**src/rtl/uart_pkg.sv**
```systemverilog
// uart_pkg: shared constants and types for the LPC-UART bridge serial blocks
package uart_pkg;
  localparam int UART_DIVISOR    = 286;
  localparam int UART_FRAME_BITS = 10;
  localparam int UART_DATA_BITS  = 8;
  localparam int UART_DIV_W      = 9;
  typedef enum logic [1:0] {IDLE, START, DATA, STOP} tx_state_t;
endpackage

```
**src/rtl/uart_tx_fifo.sv**
```systemverilog
// uart_tx_fifo: first-word-fall-through byte FIFO feeding the transmitter
module uart_tx_fifo #(
  parameter int DEPTH = 4
) (
  input  logic       clk,
  input  logic       rst,
  input  logic       push,
  input  logic       pop,
  input  logic [7:0] din,
  output logic [7:0] dout,
  output logic       full,
  output logic       empty
);
  localparam int AW = $clog2(DEPTH);
  logic [7:0]  mem_q [DEPTH];
  logic [7:0]  mem_d [DEPTH];
  logic [AW:0] wr_q, wr_d, rd_q, rd_d;
  logic        do_push, do_pop;
  assign empty = wr_q == rd_q;
  assign full  = (wr_q[AW] != rd_q[AW]) && (wr_q[AW-1:0] == rd_q[AW-1:0]);
  assign dout  = mem_q[rd_q[AW-1:0]];
  // pointer advance and storage write; overflow and underflow requests are dropped
  always_comb begin
    do_push = push && !full;
    do_pop  = pop && !empty;
    wr_d    = wr_q + {{AW{1'b0}}, do_push};
    rd_d    = rd_q + {{AW{1'b0}}, do_pop};
    mem_d   = mem_q;
    if (do_push) mem_d[wr_q[AW-1:0]] = din;
  end
  // storage and pointers, flushed on reset
  always_ff @(posedge clk or posedge rst) begin
    if (rst) begin
      wr_q <= '0;
      rd_q <= '0;
      for (int i = 0; i < DEPTH; i++) mem_q[i] <= '0;
    end else begin
      wr_q  <= wr_d;
      rd_q  <= rd_d;
      mem_q <= mem_d;
    end
  end
endmodule

```
**src/rtl/uart_tx.sv**
```systemverilog
// uart_tx: 8N1 UART transmitter with a valid/ready byte FIFO front end
module uart_tx
  import uart_pkg::*;
#(
  parameter int DIVISOR    = UART_DIVISOR,
  parameter int FIFO_DEPTH = 4
) (
  input  logic       clk,
  input  logic       rst,
  input  logic [7:0] data,
  input  logic       data_valid,
  output logic       data_ready,
  output logic       tx,
  output logic       busy
);
  localparam logic [UART_DIV_W-1:0] DIV_MAX  = UART_DIV_W'(DIVISOR);
  localparam logic [2:0]            LAST_BIT = 3'(UART_DATA_BITS - 1);
  tx_state_t             state_q, state_d;
  logic [UART_DIV_W-1:0] div_q, div_d;
  logic [2:0]            bit_q, bit_d;
  logic [7:0]            shift_q, shift_d;
  logic                  tx_q, tx_d;
  logic                  busy_q, busy_d;
  logic                  rdy_q, rdy_d;
  logic                  tc, push, pop;
  logic [7:0]            fifo_dout;
  logic                  fifo_full, fifo_empty;
  assign data_ready = rdy_q && !fifo_full;
  assign push       = data_valid && data_ready;
  assign tx         = tx_q;
  assign busy       = busy_q;
  uart_tx_fifo #(.DEPTH(FIFO_DEPTH)) u_fifo (
    .clk   (clk),
    .rst   (rst),
    .push  (push),
    .pop   (pop),
    .din   (data),
    .dout  (fifo_dout),
    .full  (fifo_full),
    .empty (fifo_empty)
  );
  // frame sequencing: start, eight data bits LSB first, stop, chaining straight into the next start
  always_comb begin
    state_d = state_q;
    div_d   = '0;
    bit_d   = bit_q;
    shift_d = shift_q;
    tx_d    = tx_q;
    pop     = 1'b0;
    rdy_d   = 1'b1;
    tc      = div_q == DIV_MAX;
    if (state_q != IDLE) div_d = tc ? '0 : div_q + UART_DIV_W'(1);
    case (state_q)
      IDLE: begin
        tx_d = fifo_empty;
        if (!fifo_empty) begin
          pop     = 1'b1;
          shift_d = fifo_dout;
          state_d = START;
        end
      end
      START: if (tc) begin
        bit_d   = '0;
        tx_d    = shift_q[0];
        state_d = DATA;
      end
      DATA: if (tc) begin
        if (bit_q == LAST_BIT) begin
          tx_d    = 1'b1;
          state_d = STOP;
        end else begin
          shift_d = shift_q >> 1;
          bit_d   = bit_q + 3'd1;
          tx_d    = shift_q[1];
        end
      end
      STOP: if (tc) begin
        state_d = fifo_empty ? IDLE : START;
        tx_d    = fifo_empty;
        if (!fifo_empty) begin
          pop     = 1'b1;
          shift_d = fifo_dout;
        end
      end
      default: state_d = IDLE;
    endcase
    busy_d = (state_d != IDLE) || !fifo_empty || push;
  end
  // sequencer registers; reset idles the line high and withholds ready until the first clock
  always_ff @(posedge clk or posedge rst) begin
    if (rst) begin
      state_q <= IDLE;
      div_q   <= '0;
      bit_q   <= '0;
      shift_q <= '0;
      tx_q    <= 1'b1;
      busy_q  <= 1'b0;
      rdy_q   <= 1'b0;
    end else begin
      state_q <= state_d;
      div_q   <= div_d;
      bit_q   <= bit_d;
      shift_q <= shift_d;
      tx_q    <= tx_d;
      busy_q  <= busy_d;
      rdy_q   <= rdy_d;
    end
  end
endmodule

```
**config.mk**
```make
export PLATFORM = sky130hd
export DESIGN_NAME = uart_tx
export DESIGN_NICKNAME = d
export VERILOG_FILES = /design/src/rtl/uart_pkg.sv /design/src/rtl/uart_tx_fifo.sv /design/src/rtl/uart_tx.sv
export SDC_FILE = /design/constraint.sdc
export NUM_CORES = 1
export LEC_CHECK = 0
export CORE_UTILIZATION = 60
export CTS_CLUSTER_DIAMETER = 40
export DETAILED_ROUTE_END_ITERATION = 8
export GPL_ROUTABILITY_DRIVEN = 0
export HOLD_SLACK_MARGIN = 0.12
export PLACE_DENSITY = 0.79
export SYNTH_ARGS = -nofsm -noshare
export SYNTH_HDL_FRONTEND = slang
export SYNTH_SLANG_ARGS = --single-unit
export TNS_END_PERCENT = 5
```
**constraint.sdc**
```tcl
create_clock -name clk -period 2.35 [get_ports clk]
set_input_delay 0.5875 -clock clk [delete_from_list [all_inputs] [get_ports clk]]
set_output_delay 0.5875 -clock clk [all_outputs]
set_load 0.05 [all_outputs]
```
---- Word-level counts from Yosys, hierarchy flattened ----
Cells that the tools add are included.
W data, S select, Z words.
word-level totals
  flip-flop bits (word level) ............. 63
  bits in latches ......................... 0
  memory bits (writable) .................. 0
  memory bits (read-only) ................. 0
  input port bits ......................... 11
  output and inout port bits .............. 3
  logic and storage cells ................. 84
  memories ................................ 0
cells by class
  $add $sub $neg .......................... 4
  multipliers ............................. 0
  div/mod/pow operators ................... 0
  $lt $le $gt $ge ......................... 3
  equal/unequal tests ..................... 12
  shift-type cells ........................ 0
  muxes and demuxes ....................... 32
  bitwise gates (word level) .............. 2
  reduce and logical (&&, ||, !) cells .... 18
operator list
  cell                   count
  $mux W8                7
  $bwmux W32             1
  $pmux W8 S3            1
  $mux W9                2
  $bmux W8 S2            1
  $demux W8 S2           1
  $mux W2                5
  $add A9 B1 Y9 const B  1
  $eq A9 B9 Y1 const B   1
  $mux W3                3
  $ne A2 B2 Y1 const B   4
  $pmux W2 S4            1
  $reduce_and A4 Y1      2
  $mux W1                7
  $add A3 B1 Y3          2
  $ge A3 B3 Y1 const B   2
  $logic_and A1 B1 Y1    6
  $not A2 Y3             2
  $pmux W3 S2            1
  $reduce_bool A2 Y1     3
  $eq A2 B2 Y1 const B   2
  $pmux W1 S4            1
  $add A3 B1 Y3 const B  1
  $eq A3 B3 Y1           1
  11 further kinds       13

---- Longest topological paths before layout ----
  word-level depth ........................ 7
  mapped depth ............................ 9
  gate-level depth less buffers ........... 9

---- Cells and area by module ----
From an unflattened synthesis, not the netlist that was laid out.
unflattened totals
  cells, all modules ...................... 232
  area total of the unflattened synthesis .. 3203.1 sq um
modules (own cells, without submodules)
  module        times used  cells each  area each (sq um)  sequential area each (sq um)
  uart_tx_fifo  1           107         1839.3             950.9
  uart_tx       1           125         1363.8             626.9

---- Worst setup path after synthesis ----
OpenSTA, ideal clock, no wires.
  path type ............................... register to register
  start point ............................. register div_q[5]
  end point ............................... register shift_q[0]
  setup time .............................. 128 ps
  arrival ................................. 1837 ps
  data required time ...................... 2222 ps
  slack ................................... 385 ps
  cell stages (with the launch flop) ...... 7
  path buffers ............................ 2
  period minus slack after synthesis ...... 1965 ps
  cells stage by stage .................... dfrtp_1 or3_1 clkbuf_1 nor3_2 o221a_1 buf_2 mux2_1
between the ends
  word-level cells in the longest chain between the ends .. 3
  elaborated cells between the ends (all ways) .. 4
  those cells by class .................... 3 x eq/ne; 1 x reduce/logical
RTL lines
  element                        RTL line        text
  start, declared                uart_tx.sv:19   logic [UART_DIV_W-1:0] div_q, div_d;
  start signal, assigned         uart_tx.sv:101  div_q <= div_d;
  $eq A9 B9 Y1 *                 uart_tx.sv:51   tc = div_q == DIV_MAX;
  $ne A2 B2 Y1 (no line)         n/a
  $reduce_and A4 Y1 (no line) *  n/a
  end signal, assigned           uart_tx.sv:103  shift_q <= shift_d;
  end, declared                  uart_tx.sv:21   logic [7:0] shift_q, shift_d;
Mark *: on every way between the ends. The rest lies on a longest branch, timed or not.
A chain may end at the register's enable or synchronous reset.

---- Worst setup path in the final report ----
  start point ............................. register tx_q, in the netlist tx
  end point ............................... output port tx
RTL lines
  element                 RTL line        text
  start, declared         uart_tx.sv:22   logic tx_q, tx_d;
  start signal, assigned  uart_tx.sv:104  tx_q <= tx_d;
  end, declared           uart_tx.sv:13   output logic tx,
No word-level cell between the ends.

==> results.toml <==
[clocking]
clock-sinks = 63
cts_inserted_buffers = 9
ctsRootBufferMaster = "clkbuf_8"
cts_setup_buffers = 0
clockBufferDepth = 2
cts_tree = "done"
htree_levels = 3
cts_resized = 0
clkLatencyLatePin_ns = 0.34
clk_pin_slew_ns = 0.07
hold_buffers = 0

[sta]
hold_ws_ns = 0.478
setup_violations = 0
final_hold_viol_count = 0
drv_slew = 0
fin_ws_ns = 0.0980
fmax_ghz = 0.444
grt_setup_unrepaired = "false"
fin_crit_sh_pct = 95.8
final.min_clock_period_ns = 2.25
finalSetupTns_ns = 0
fin_skew_ns = 0.00735

[worst_setup_path]
worstSetupEndpointType = "output pin"
rr_endpoint = "u_fifo.rd_q[2]$_DFF_PP0_"
cpLargestDelayFamily = "buffers and inverters"
max_stage_delay_ns = 0.79
cp_slowest_cell = "clkdlybuf4s50_1"
cp.depth = 1
startpoint_type = "register"
worstSetupPathType = "register to output pin"
r2r-start = "div_q[5]$_DFF_PP0_"
rr_worst_depth = 7
crit_required_ns = 1.76
cp_cell_sequence = "clkdlybuf4s50_1"
critPathArrivalTime_ns = 1.66
cp-startpoint = "tx$_DFFE_PP1P_"
crit_path_end = "tx"
ff2ff_setup_slack_ns = 0.27
path_buf_inv = 1
cp_max_fo = 2

[floorplanning]
start_util_pct = 64.3
die_area_um2 = 5530
die_w_um = 74.3
std_cell_rows = 25
pin_count = 14
die_h_um = 74.3
core_area_um2 = 4880

[routing]
drt_iter0_drc = 82
route.detailed.drc = 0
firstDrtPassIters = 4
wl_um = 5650
vias = 1903
wire_per_inst_um = 16.6
drt-vias-per-instance = 5.60
ant_nets = 0

[synthesis]
async_flop_share_pct = 100
yosysWarnings = 0
synth_area_leaders = "dfrtp_1, mux2_2, mux4_2"
synth_area_leader_cell = "dfrtp_1"
avgSynthCellArea_um2 = 12.9
ys_ff_latch = 63
synth_edf_count = 0
synth_nets = 267
yosysUniqueCellTypes = 41
yosysTopAreaCellShare_pct = 49.4
synth_flop_cell = "dfrtp_1"
syn_inst = 243
yosysSeqAreaShare_pct = 50.3
synth_area_um2 = 3140

[finish]
area_growth_pct = 17.2
finalNetCount = 293
num_antenna_cells = 0
final_layout_size_suffix_gt1_share_pct = 28.2
fin_area_um2 = 3680

[place]
dp_hpwl_um = 3980
placed_area_um2 = 3450
port_buffers = 13
dp_slack_ns = 0.0860

[pwr]
ir_drop_uv = 818
p_leak_nw = 1.66
power_mw = 4.84
power_density_nw_per_um2 = 1310

[grt]
grt_pass1_vias = 1992
grt_busiest_layer = "met2"
grtUsageMet3_pct = 6.64
antenna_found_initial = 0
grt_usage_pct = 24.6
use_met2_pct = 38.8
grt_pass1_wl_um = 9800
grt_overflow = 0
grt_max_degree = 24
use_met1_pct = 34.1

[status]
status = "complete, no violations"

[worst_hold_path]
hp-class = "register to register"

[run]
drv_cap = 0
## layout by cell type (no fill, tap or decap), drive strengths merged, types with 6 or more instances in the layout
| cell type | instances |
|---|---|
| dfrtp | 62 |
| mux2 | 40 |
| nand2 | 26 |
| ha | 13 |
| nor2 | 13 |
| clkdlybuf4s50 | 12 |
| buf | 12 |
| clkbuf | 11 |
| inv | 10 |
| xor2 | 10 |
| mux4 | 8 |
| nor3 | 6 |
## state kept, by name, summed over array words and instances (netlist names)
register      count
u_fifo.mem_q     32
div_q             9
shift_q           8
bit_q             3
u_fifo.rd_q       3
u_fifo.wr_q       3
state_q           2
busy              1
rdy_q             1
tx                1
## area by class of cell
type	count	area (um^2)
Fill cell	315	1200
Clock inverter	4	95.1
Inverter	10	37.5
Sequential cell	63	1580
Multi-Input combinational cell	161	1480
Tap cell	67	83.8
Clock buffer	11	131
Timing Repair Buffer	24	273
## report_power, final
part	total, mW	switching, mW	internal (mW)
combinational	1.87	0.847	1.02
sequential	1.87	0.326	1.55
clock	1.10	0.400	0.698
total	4.84	1.57	3.26
## worst min path at each step
stage,start,to,cells past startpoint
2_1_floorplan,shift_q[0]$_DFFE_PP0P_,shift_q[0]$_DFFE_PP0P_,1
3_3_place_gp,shift_q[3]$_DFFE_PP0P_,shift_q[3]$_DFFE_PP0P_,1
3_5_place_dp,tx$_DFFE_PP1P_,tx$_DFFE_PP1P_,2
4_1_cts,tx$_DFFE_PP1P_,tx$_DFFE_PP1P_,2
5_1_grt,tx$_DFFE_PP1P_,tx$_DFFE_PP1P_,2
6_report,tx$_DFFE_PP1P_,tx$_DFFE_PP1P_,2
## Yosys cell counts, types with 2 or more instances
cell	number
nor3_1	5
dfrtp_1	62
a21oi_1	4
mux2_4	8
nand2_1	26
xor2_2	2
mux4_2	8
nor2_1	12
nand3_1	4
o31ai_1	4
a22o_1	3
xor2_1	8
or3_1	3
buf_4	2
nand4_1	3
mux2_1	7
inv_1	10
o21ai_0	2
clkbuf_1	5
o221ai_1	2
nor4_1	4
nor3b_4	2
xnor2_1	3
ha_1	13
mux2_2	25
## kinds of logic after synthesis
group	share of synthesized area, %
simple gates	10.5
xor+xnor	4.11
buf+inv	2.79
flops	50.3
mux	21.4
compound gates	5.66
other cells	0.119
fa+ha+maj	5.18
## per-layer routing
metal  vias up  share of wire (%)
met1       943                 47
met4         0                1.6
met2        34                 49
met3         8                3.0
met5         -                  0
li1        918                  -
## stage by stage
step                cells  util [%]
finish                340      75.4
floorplan             243         -
global placement      325      70.6
CTS                   340      75.3
global route          340      75.4
detailed placement    325      70.6
Power figures use the tool's default switching activity.
